`src/rtl/rv_regfile_ctrl.sv`:
```
// rv_regfile_ctrl: uRV register file port arbiter with a debug access port.
// Define URV_REGFILE_CLEAR_EN to zero x1..x31 in hardware after reset.
module rv_regfile_ctrl (
    input  logic        clk_i,
    input  logic        rst_i,
    input  logic [4:0]  p_rs1_i,
    input  logic [4:0]  p_rs2_i,
    input  logic [4:0]  p_rd_i,
    input  logic [31:0] p_rd_value_i,
    input  logic        p_rd_store_i,
    input  logic        p_idle_i,
    output logic        stall_o,
    output logic        init_done_o,
    output logic [4:0]  rf_rs1_o,
    output logic [4:0]  rf_rs2_o,
    output logic [4:0]  rf_rd_o,
    output logic [31:0] rf_rd_value_o,
    output logic        rf_rd_store_o,
    input  logic [31:0] rf_rs1_value_i,
    input  logic        dbg_req_i,
    input  logic        dbg_we_i,
    input  logic [4:0]  dbg_addr_i,
    input  logic [31:0] dbg_wdata_i,
    output logic        dbg_ack_o,
    output logic [31:0] dbg_rdata_o
);
    typedef enum logic [2:0] {CLEAR, IDLE, DRAIN, READ, READ_WAIT, WRITE, ACK, RELEASE} state_t;
    state_t      state;
    logic        we;
    logic [4:0]  addr;
    logic [31:0] wdata;
    logic        clearing;
    logic [4:0]  clr_idx;
    logic        pass_wr;
    logic        pass_rd;
`ifdef URV_REGFILE_CLEAR_EN
    logic [4:0]  cnt;
    logic        done;
    assign clearing    = state == CLEAR;
    assign clr_idx     = cnt;
    assign init_done_o = done;
`else
    assign clearing    = 1'b0;
    assign clr_idx     = 5'd0;
    assign init_done_o = 1'b1;
`endif
    assign pass_wr = state == IDLE || state == DRAIN;
    // RELEASE hands the read ports back a cycle early so operand reads refresh before unstall
    assign pass_rd = pass_wr || state == RELEASE;
    assign rf_rs1_o      = pass_rd ? p_rs1_i : addr;
    assign rf_rs2_o      = pass_rd ? p_rs2_i : addr;
    assign rf_rd_o       = pass_wr ? p_rd_i : clearing ? clr_idx : addr;
    assign rf_rd_value_o = pass_wr ? p_rd_value_i : clearing ? 32'd0 : wdata;
    assign rf_rd_store_o = pass_wr ? p_rd_store_i : clearing || (state == WRITE && addr != 5'd0);
    always_ff @(posedge clk_i or posedge rst_i) begin
        if (rst_i) begin
`ifdef URV_REGFILE_CLEAR_EN
            state   <= CLEAR;
            stall_o <= 1'b1;
            cnt     <= 5'd1;
            done    <= 1'b0;
`else
            state   <= IDLE;
            stall_o <= 1'b0;
`endif
            we          <= 1'b0;
            addr        <= 5'd0;
            wdata       <= 32'd0;
            dbg_ack_o   <= 1'b0;
            dbg_rdata_o <= 32'd0;
        end else begin
            case (state)
`ifdef URV_REGFILE_CLEAR_EN
                CLEAR: begin
                    cnt <= cnt + 5'd1;
                    if (cnt == 5'd31) begin
                        state   <= IDLE;
                        stall_o <= 1'b0;
                        done    <= 1'b1;
                    end
                end
`endif
                IDLE: if (init_done_o && dbg_req_i) begin
                    we      <= dbg_we_i;
                    addr    <= dbg_addr_i;
                    wdata   <= dbg_wdata_i;
                    stall_o <= 1'b1;
                    state   <= DRAIN;
                end
                DRAIN: if (p_idle_i) state <= we ? WRITE : READ;
                READ: state <= READ_WAIT;
                READ_WAIT: begin
                    dbg_rdata_o <= addr == 5'd0 ? 32'd0 : rf_rs1_value_i;
                    dbg_ack_o   <= 1'b1;
                    state       <= ACK;
                end
                WRITE: begin
                    dbg_ack_o <= 1'b1;
                    state     <= ACK;
                end
                ACK: if (!dbg_req_i) begin
                    dbg_ack_o <= 1'b0;
                    state     <= RELEASE;
                end
                RELEASE: begin
                    stall_o <= 1'b0;
                    state   <= IDLE;
                end
                default: state <= IDLE;
            endcase
        end
    end
endmodule

```
`config.mk`:
```
export PLATFORM = sky130hd
export DESIGN_NAME = rv_regfile_ctrl
export DESIGN_NICKNAME = d
export VERILOG_FILES = /design/src/rtl/rv_regfile_ctrl.sv
export SDC_FILE = /design/constraint.sdc
export NUM_CORES = 1
export LEC_CHECK = 0
export ABC_AREA = 1
export CELL_PAD_IN_SITES_DETAIL_PLACEMENT = 1
export CELL_PAD_IN_SITES_GLOBAL_PLACEMENT = 1
export CORE_MARGIN = 2
export CORE_UTILIZATION = 25
export CTS_BUF_LIST = sky130_fd_sc_hd__clkbuf_16
export DETAILED_ROUTE_END_ITERATION = 8
export DONT_BUFFER_PORTS = 1
export GPL_TIMING_DRIVEN = 0
export PLACE_DENSITY = 0.55
export SYNTH_ARGS = -nofsm -noshare
export SYNTH_HDL_FRONTEND = slang
export SYNTH_SLANG_ARGS = --single-unit
```
`constraint.sdc`:
```
create_clock -name clk_i -period 2.65 [get_ports clk_i]
set_input_delay 0.265 -clock clk_i [delete_from_list [all_inputs] [get_ports clk_i]]
set_output_delay 0.265 -clock clk_i [all_outputs]
set_load 0.005 [all_outputs]
```
After elaboration in Yosys (flattened, before gate mapping)
Index checks and enable logic that the tools add are counted.
Widths: inputs -> output; s select.
- flip-flop bits (word level): 75
- input bits: 122
- output and inout bits: 83
- word-level logic and storage cells: 44
- equality and inequality tests: 10
- multiplexer cells: 15
- reduce and logical (&&, ||, !) cells: 12
- operators by type and width (kind ; number):
    $mux 32 ; 2
    $mux 5 ; 3
    $pmux 3 s5 ; 1
    $eq 3x3->1 const B ; 4
    $mux 3 ; 4
    $eq 3x2->1 const B ; 2
    $ne 2x2->1 const B ; 3
    $reduce_and 2->1 ; 3
    $logic_not 5->1 ; 1
    $reduce_bool 5->1 ; 1
    $pmux 1 s2 ; 2
    $reduce_bool 2->1 ; 2
    $eq 3x1->1 const B ; 1
    $mux 1 ; 3
    $reduce_and 3->1 ; 1
    $logic_or 1x1->1 ; 2
    $reduce_or 2->1 ; 1
    $logic_and 1x1->1 ; 1

Longest topological paths before layout
Gate-level depths: netlist of the first run.
- word-level depth: 4
- gate-level depth with buffers: 8
- gate-level depth less buffers: 7

Worst setup path before layout of the first run
No wires, ideal clock.
- kind: register -> output
- start point: register state[0]
- end point: output rf_rd_o[3]
- arrival: 1.304 ns
- required time: 2.385 ns
- path slack: 1.081 ns
- stages on the path, launching flop included: 9
- path buffers: 2
- cell sequence: dfstp_2 inv_2 nor2_2 nand2_1 nand2_1 buf_6 buf_4 nand2_1 o21ai_1
- longest elaborated chain between the ends: 3
- elaborated cells between the ends (all ways): 4
- those cells by class: eq/ne (2); mux (1); reduce/logical (1)
- ends and longest elaborated chain (item ; line ; RTL):
    start: declaration ; 28 ; state_t state;
    start signal: assignment ; 90 ; DRAIN: if (p_idle_i) state <= we ? WRITE : READ;
    $eq 3x1->1 or $eq 3x2->1 (tied branches) ; 47 ; assign pass_wr = state == IDLE || state == DRAIN;
    $logic_or 1x1->1 (*) ; 47 ;
    $mux 5 (*) ; 52 ; assign rf_rd_o = pass_wr ? p_rd_i : clearing ? clr_idx : addr;
    end: declaration ; 16 ; output logic [4:0] rf_rd_o,
Every way passes the cells marked *; elsewhere a longest branch is shown, timed or not.

Worst setup path in the final report of the first run
- start point: register state[0]
- end point: output rf_rd_value_o[6]
- longest elaborated chain between the ends: 3
- elaborated cells between the ends (all ways): 4
- those cells by class: eq/ne (2); mux (1); reduce/logical (1)
- ends and longest elaborated chain (item ; line ; RTL):
    $eq 3x1->1 or $eq 3x2->1 (tied branches) ; 47 ;
    $logic_or 1x1->1 (*) ; 47 ;
    $mux 32 (*) ; 53 ; assign rf_rd_value_o = pass_wr ? p_rd_value_i : clearing ? 32'd0 : wdata;
    end: declaration ; 17 ; output logic [31:0] rf_rd_value_o,
Marks and branches as above.

==> results of run 1 <==
==> registers in the layout (all words and copies together) (netlist names) <==
register / flops
addr: 5
dbg_ack_o: 1
dbg_rdata_o: 32
stall_o: 1
state: 3
wdata: 32
we: 1
==> through the flow <==
stage	utilization, %	TNS [ns]	power [mW]	setup slack, ns	instances
2_1_floorplan	-	0	3.83	0.477	462
3_3_place_gp	27.4	-43.75	4.52	-0.596	642
3_5_place_dp	27.6	0	4.63	0.730	643
4_1_cts	29.9	0	5.96	0.358	660
5_1_grt	29.9	0	6.41	0.174	660
6_report	29.9	0	5.82	0.391	660
==> layout by cell type, fill, tap and decap left out, types with 4 or more instances in the layout <==
master	synthesis	final
nand3_1	36	36
clkbuf_16	0	9
buf_6	4	4
clkinv_2	0	4
clkbuf_1	12	12
inv_1	43	43
nand2_1	144	144
dfrtp_1	74	74
o21ai_0	73	73
buf_4	6	6
nor2_2	4	4
buf_2	6	6
nor2_1	5	5
o21ai_1	41	41
a21oi_1	4	4
==> layer usage <==
layer	wire [um]	up-vias	share of wire (%)	track usage, %
li1	-	1508	-	-
met2	5720	132	49	26.2
met1	4600	1501	39	16.6
met3	1210	12	10	5.72
met5	0	-	0	0
met4	197	0	1.7	6.11
==> layout make-up <==
type	count	share of cell area, %
clock buffer	9	5.39
timing repair buffer	2	0.898
tap	180	5.39
sequential	75	45.0
multi-input combinational	312	33.1
buffer	30	4.16
inverter	45	4.10
clock inverter	7	2.01
==> power by group <==
part | internal, mW | total (mW) | switching [mW]
registers | 1.73 | 2.06 | 0.331
logic | 0.751 | 2.48 | 1.72
clock network | 0.814 | 1.29 | 0.475
total | 3.29 | 5.82 | 2.53
==> final timing paths <==
check / from / endpoint / slack [ns]
max: state[0] / rf_rd_value_o[6] / 0.39
min: dbg_wdata_i[29] / wdata[29] / 0.05
max reg2reg: state[0] / wdata[12] / 0.92
min reg2reg: dbg_ack_o / dbg_ack_o / 0.52
max in group asynchronous: rst_i / wdata[24] / 1.66
min in group asynchronous: rst_i / dbg_rdata_o[2] / 0.42
==> worst max-delay path, cell delays in order, from the launching register on <==
cell and delay [ns]:
dfstp_2 0.53, inv_2 0.07, nor2_2 0.12, nand2_1 0.13, nand2_1 0.17, clkbuf_1 0.42, o21ai_0 0.22
==> cells by family after synthesis <==
family / share of synthesized area (%)
other: 0.104
and+or+nand+nor: 21.9
AOI/OAI and AO/OA: 16.4
buffers and inverters: 9.51
DFF: 52.1
==> timing repair <==
action,CTS,global route
hold endpoints to repair,30,0
hold buffers,1,0
buffers inserted,0,0
resized for setup,0,0
==> impl_metrics.csv, run 1 <==
group,metric,value,unit
sta,slew_violations,0,
sta,min_period,2.26,ns
drt,antenna_left,0,
die,die_height,124,um
die,core,14000,um^2
sta,skew,0.00331,ns
die,start_util,25.8,%
logic_synthesis,synth-seq-cells,75,
sta,fmax,443,MHz
hold_path,min_path_cells,2,
job,max_cap_viol_count,0,
drt,dr.first_iter.drc_count,81,
drt,drt-pass1-iter-count,4,
clock_tree,clk_pin_slew,0.06,ns
global_route,grt_overflow_total,0,
die,dieArea,15400,um^2
logic_synthesis,synth_edf_count,0,
clock_tree,htree_levels,3,
pwr,cellPowerDensity,1390,nW/um^2
drt,vias,3153,
global_route,grt_use_total,15.1,%
global_route,grt_pass1_wl,17300,um
logic_synthesis,ys_seq_area_share,52.1,%
cells_and_area,syn_to_final_growth,15.9,%
worst_setup_path,path_class,"flop to primary output",
global_route,grt_pass1_vias,3333,
sta,rsz0062_at_grt,"false",
die,io-pin-count,205,
cells_and_area,antenna_cells,0,
placement,gp_congestion,0.750,
logic_synthesis,synth-main-ff-cell,"dfrtp_1",
cells_and_area,nets,597,
logic_synthesis,synth_top_area_share,51.4,%
sta,worst_pin_slew,0.539,ns
sta,setup_violations,0,
drt,drc,0,
worst_setup_path,worstPathRequired,2.38,ns
logic_synthesis,synth_top_cells_by_area,"dfrtp_1 (51%), nand2_1 (15%), o21ai_0 (10%), o21ai_1 (5.7%), nand3_1 (5.0%)",
logic_synthesis,synth.avg_cell_area,7.80,um^2
outcome,status,"complete, no violations",
pwr,peakVddDrop,0.350,mV
placement,hpwl,8820,um
clock_tree,cts_buffers,9,
global_route,grt_max_degree,45,
clock_tree,clock-sinks,75,
logic_synthesis,synth_common_cells,"nand2_1 (144), dfrtp_1 (74), o21ai_0 (73)",
worst_setup_path,worst-r2r-cell-count,6,
sta,whs,0.0514,ns
cells_and_area,n_fill_cell,1702,
sta,post-route-period-util,85.2,%
pwr,p_leak,1.95,nW
clock_tree,cts_root_buffer,"clkbuf_16",
die,rows,43,
die,die_w,124,um
logic_synthesis,synth_fp_nets,584,
logic_synthesis,netlist-cell-type-count,21,
worst_setup_path,startpoint_type,"flop",
logic_synthesis,yosysTopAreaCell,"dfrtp_1",
logic_synthesis,yosys_warnings,0,
clock_tree,clockBufferDepth,2,
hold_path,hp-class,"input port to flop",
worst_setup_path,cp.arrival,1.99,ns
drt,viasPerCell,4.78,
drt,wl,11700,um
logic_synthesis,synth_most_common_cell,"nand2_1",
cells_and_area,multi_input_area,1380,um^2
logic_synthesis,async_flop_share,100,%
placement,placedInstanceArea,3860,um^2
logic_synthesis,netlist_instances,462,
sta,slew_headroom,64.1,%
clock_tree,tritoncts,"done",
sta,hold_viol,0,
cells_and_area,fin_area,4180,um^2
cells_and_area,regArea,1880,um^2
cells_and_area,layout-drive-gt1-share,8.54,%
global_route,antenna_found_initial,0,
placement,numPortBuffers,0,
worst_setup_path,endpoint_kind,"primary output",
clock_tree,clkLatencyLatePin,0.34,ns
worst_setup_path,worstPathMaxFanout,10,
drt,wl_per_cell,17.8,um
logic_synthesis,syn_area,3600,um^2
Note: power is estimated with default switching activity, not from simulation.
==> run 2: changes to the inputs <==
Settings changed: CORE_MARGIN 2 to 8.
Clock period 2.65 ns to 2.45 ns, I/O delays scaled along.
==> impl_metrics.csv, run 2 (synthesis results as in run 1) <==
group,metric,value,unit
outcome,status,"complete, no violations",
worst_setup_path,worstPathRequired,2.20,ns
worst_setup_path,cp_slowest_cell,"dfstp_2",
die,core,14300,um^2
sta,min_period,2.22,ns
global_route,grt_max_degree,49,
placement,numPortBuffers,0,
die,start_util,25.2,%
global_route,grt_use_total,13.9,%
worst_setup_path,endpoint_kind,"primary output",
worst_setup_path,timing.rr.start,"state[0]",
sta,skew,0.00831,ns
drt,wl_per_cell,19.5,um
clock_tree,ctsResizeCount,0,
sta,slew_violations,0,
cells_and_area,syn_to_final_growth,16.1,%
pwr,p_leak,1.95,nW
cells_and_area,reg_top3,"dbg_rdata_o (32), wdata (32), addr (5)",
global_route,grt_overflow_total,0,
sta,hold_viol,0,
sta,rsz0062_at_grt,"false",
cells_and_area,regArea,1880,um^2
drt,antenna_left,0,
placement,hpwl,10100,um
global_route,grt_pass1_vias,3539,
sta,fmax,451,MHz
cells_and_area,fin_cells,664,
cells_and_area,antenna_cells,0,
cells_and_area,multi_input_area,1380,um^2
hold_path,min_path_cells,2,
drt,wl,13000,um
clock_tree,htree_levels,3,
clock_tree,tritoncts,"done",
sta,finalWorstSetupSlack,0.230,ns
die,die_w,136,um
die,die_height,136,um
pwr,peakVddDrop,0.353,mV
worst_setup_path,rrSetupSlack,0.75,ns
sta,slew_headroom,66.7,%
worst_setup_path,worstPathMaxFanout,10,
pwr,cellPowerDensity,1520,nW/um^2
die,dieArea,18500,um^2
worst_setup_path,worst-r2r-cell-count,6,
clock_tree,cts_root_buffer,"clkbuf_16",
worst_setup_path,cp.arrival,1.97,ns
hold_path,hold_path_end,"addr[3]",
hold_path,hp-class,"input port to flop",
drt,drc,0,
worst_setup_path,cp_common_cell,"nand2_1",
worst_setup_path,crit_buf_inv,2,
placement,pre_cts_ws,0.522,ns
sta,post-route-period-util,90.6,%
drt,dr.first_iter.drc_count,104,
drt,vias,3185,
drt,viasPerCell,4.80,
cells_and_area,layout-drive-gt1-share,8.13,%
worst_setup_path,crit_chain,"inv_2 -> nor2_2 -> nand2_1 -> nand2_1 -> clkbuf_1 -> o21ai_0",
die,io-pin-count,205,
worst_setup_path,crit_cells,6,
clock_tree,postCtsSetupBuffers,0,
clock_tree,clockBufferDepth,2,
clock_tree,clkLatencyLatePin,0.34,ns
cells_and_area,n_fill_cell,1753,
sta,setup_violations,0,
worst_setup_path,max_stage_delay,0.53,ns
cells_and_area,layout_commonest_cell,"nand2_1",
placement,gp_congestion,0.768,
clock_tree,cts_buffers,9,
sta,worst_pin_slew,0.500,ns
clock_tree,holdBufCountCts,1,
drt,drt-pass1-iter-count,4,
worst_setup_path,worstReg2RegEnd,"wdata[13]",
worst_setup_path,startpoint_type,"flop",
worst_setup_path,path_delay_family,"flip-flops",
cells_and_area,nets,597,
global_route,grt_pass1_wl,19700,um
job,max_cap_viol_count,0,
hold_path,worstHoldStart,"dbg_addr_i[3]",
cells_and_area,final_cell_mix,"nand2_1 (144), dfrtp_1 (74), o21ai_0 (73)",
worst_setup_path,crit_start,"state[0]",
clock_tree,clock-sinks,75,
die,rows,44,
placement,placed_cells,647,
global_route,antenna_found_initial,0,
worst_setup_path,path_class,"flop to primary output",
clock_tree,clk_pin_slew,0.06,ns
[run 2: worst max-delay path by stage]
| stage | slack [ns] | end |
|---|---|---|
| 6_report | 0.23 | rf_rd_value_o[10] |
| 5_1_grt | 0.02 | rf_rd_value_o[10] |
| 4_1_cts | 0.15 | rf_rd_value_o[10] |
| 3_5_place_dp | 0.52 | rf_rd_value_o[10] |
| 3_3_place_gp | -0.73 | wdata[22] |
| 2_1_floorplan | 0.30 | addr[0] |
[run 2: worst reg2reg max path, cell delays in order, from the launching register on]
cell and delay [ns]:
dfstp_2 0.53, inv_2 0.07, nor2_2 0.12, nand2_1 0.12, nor2_2 0.20, clkbuf_1 0.37, o21ai_0 0.15
[run 2: layout make-up]
| type | instances | area share (%) |
|---|---|---|
| clock buffers | 9 | 5.38 |
| clock inverters | 7 | 2.03 |
| multi-input cells | 312 | 33.0 |
| inverters | 45 | 4.10 |
| flip-flops and latches | 75 | 44.9 |
| plain buffers | 30 | 4.16 |
| repair buffers | 2 | 0.897 |
| well taps | 184 | 5.50 |
[run 2: metal layers]
metal	global-route usage (%)	part of all wire (%)	vias to the layer above
met5	0	0	-
met4	4.94	0.96	0
met3	7.17	13	10
met2	22.8	47	140
met1	15.2	39	1526
li1	-	-	1509
[run 2: power breakdown]
| group | total (mW) | internal [mW] | switching [mW] | leakage, nW |
|---|---|---|---|---|
| Sequential | 2.25 | 1.87 | 0.386 | 0.915 |
| Clock | 1.40 | 0.881 | 0.521 | 0.159 |
| Combinational | 2.71 | 0.812 | 1.90 | 0.875 |
| Total | 6.36 | 3.56 | 2.80 | 1.95 |
[run 2: metrics by stage]
step           TNS, ns  utilization, %  instance area, um^2  power (mW)  hold slack, ns
3_5_place_dp         0            27.0                 3860        5.08           0.140
5_1_grt              0            29.2                 4180        7.01          0.0251
4_1_cts              0            29.2                 4180        6.54          0.0157
3_3_place_gp    -53.39            26.8                 3830        4.95           0.374
2_1_floorplan        0               -                 3600        4.14           0.366
6_report             0            29.2                 4180        6.36          0.0360
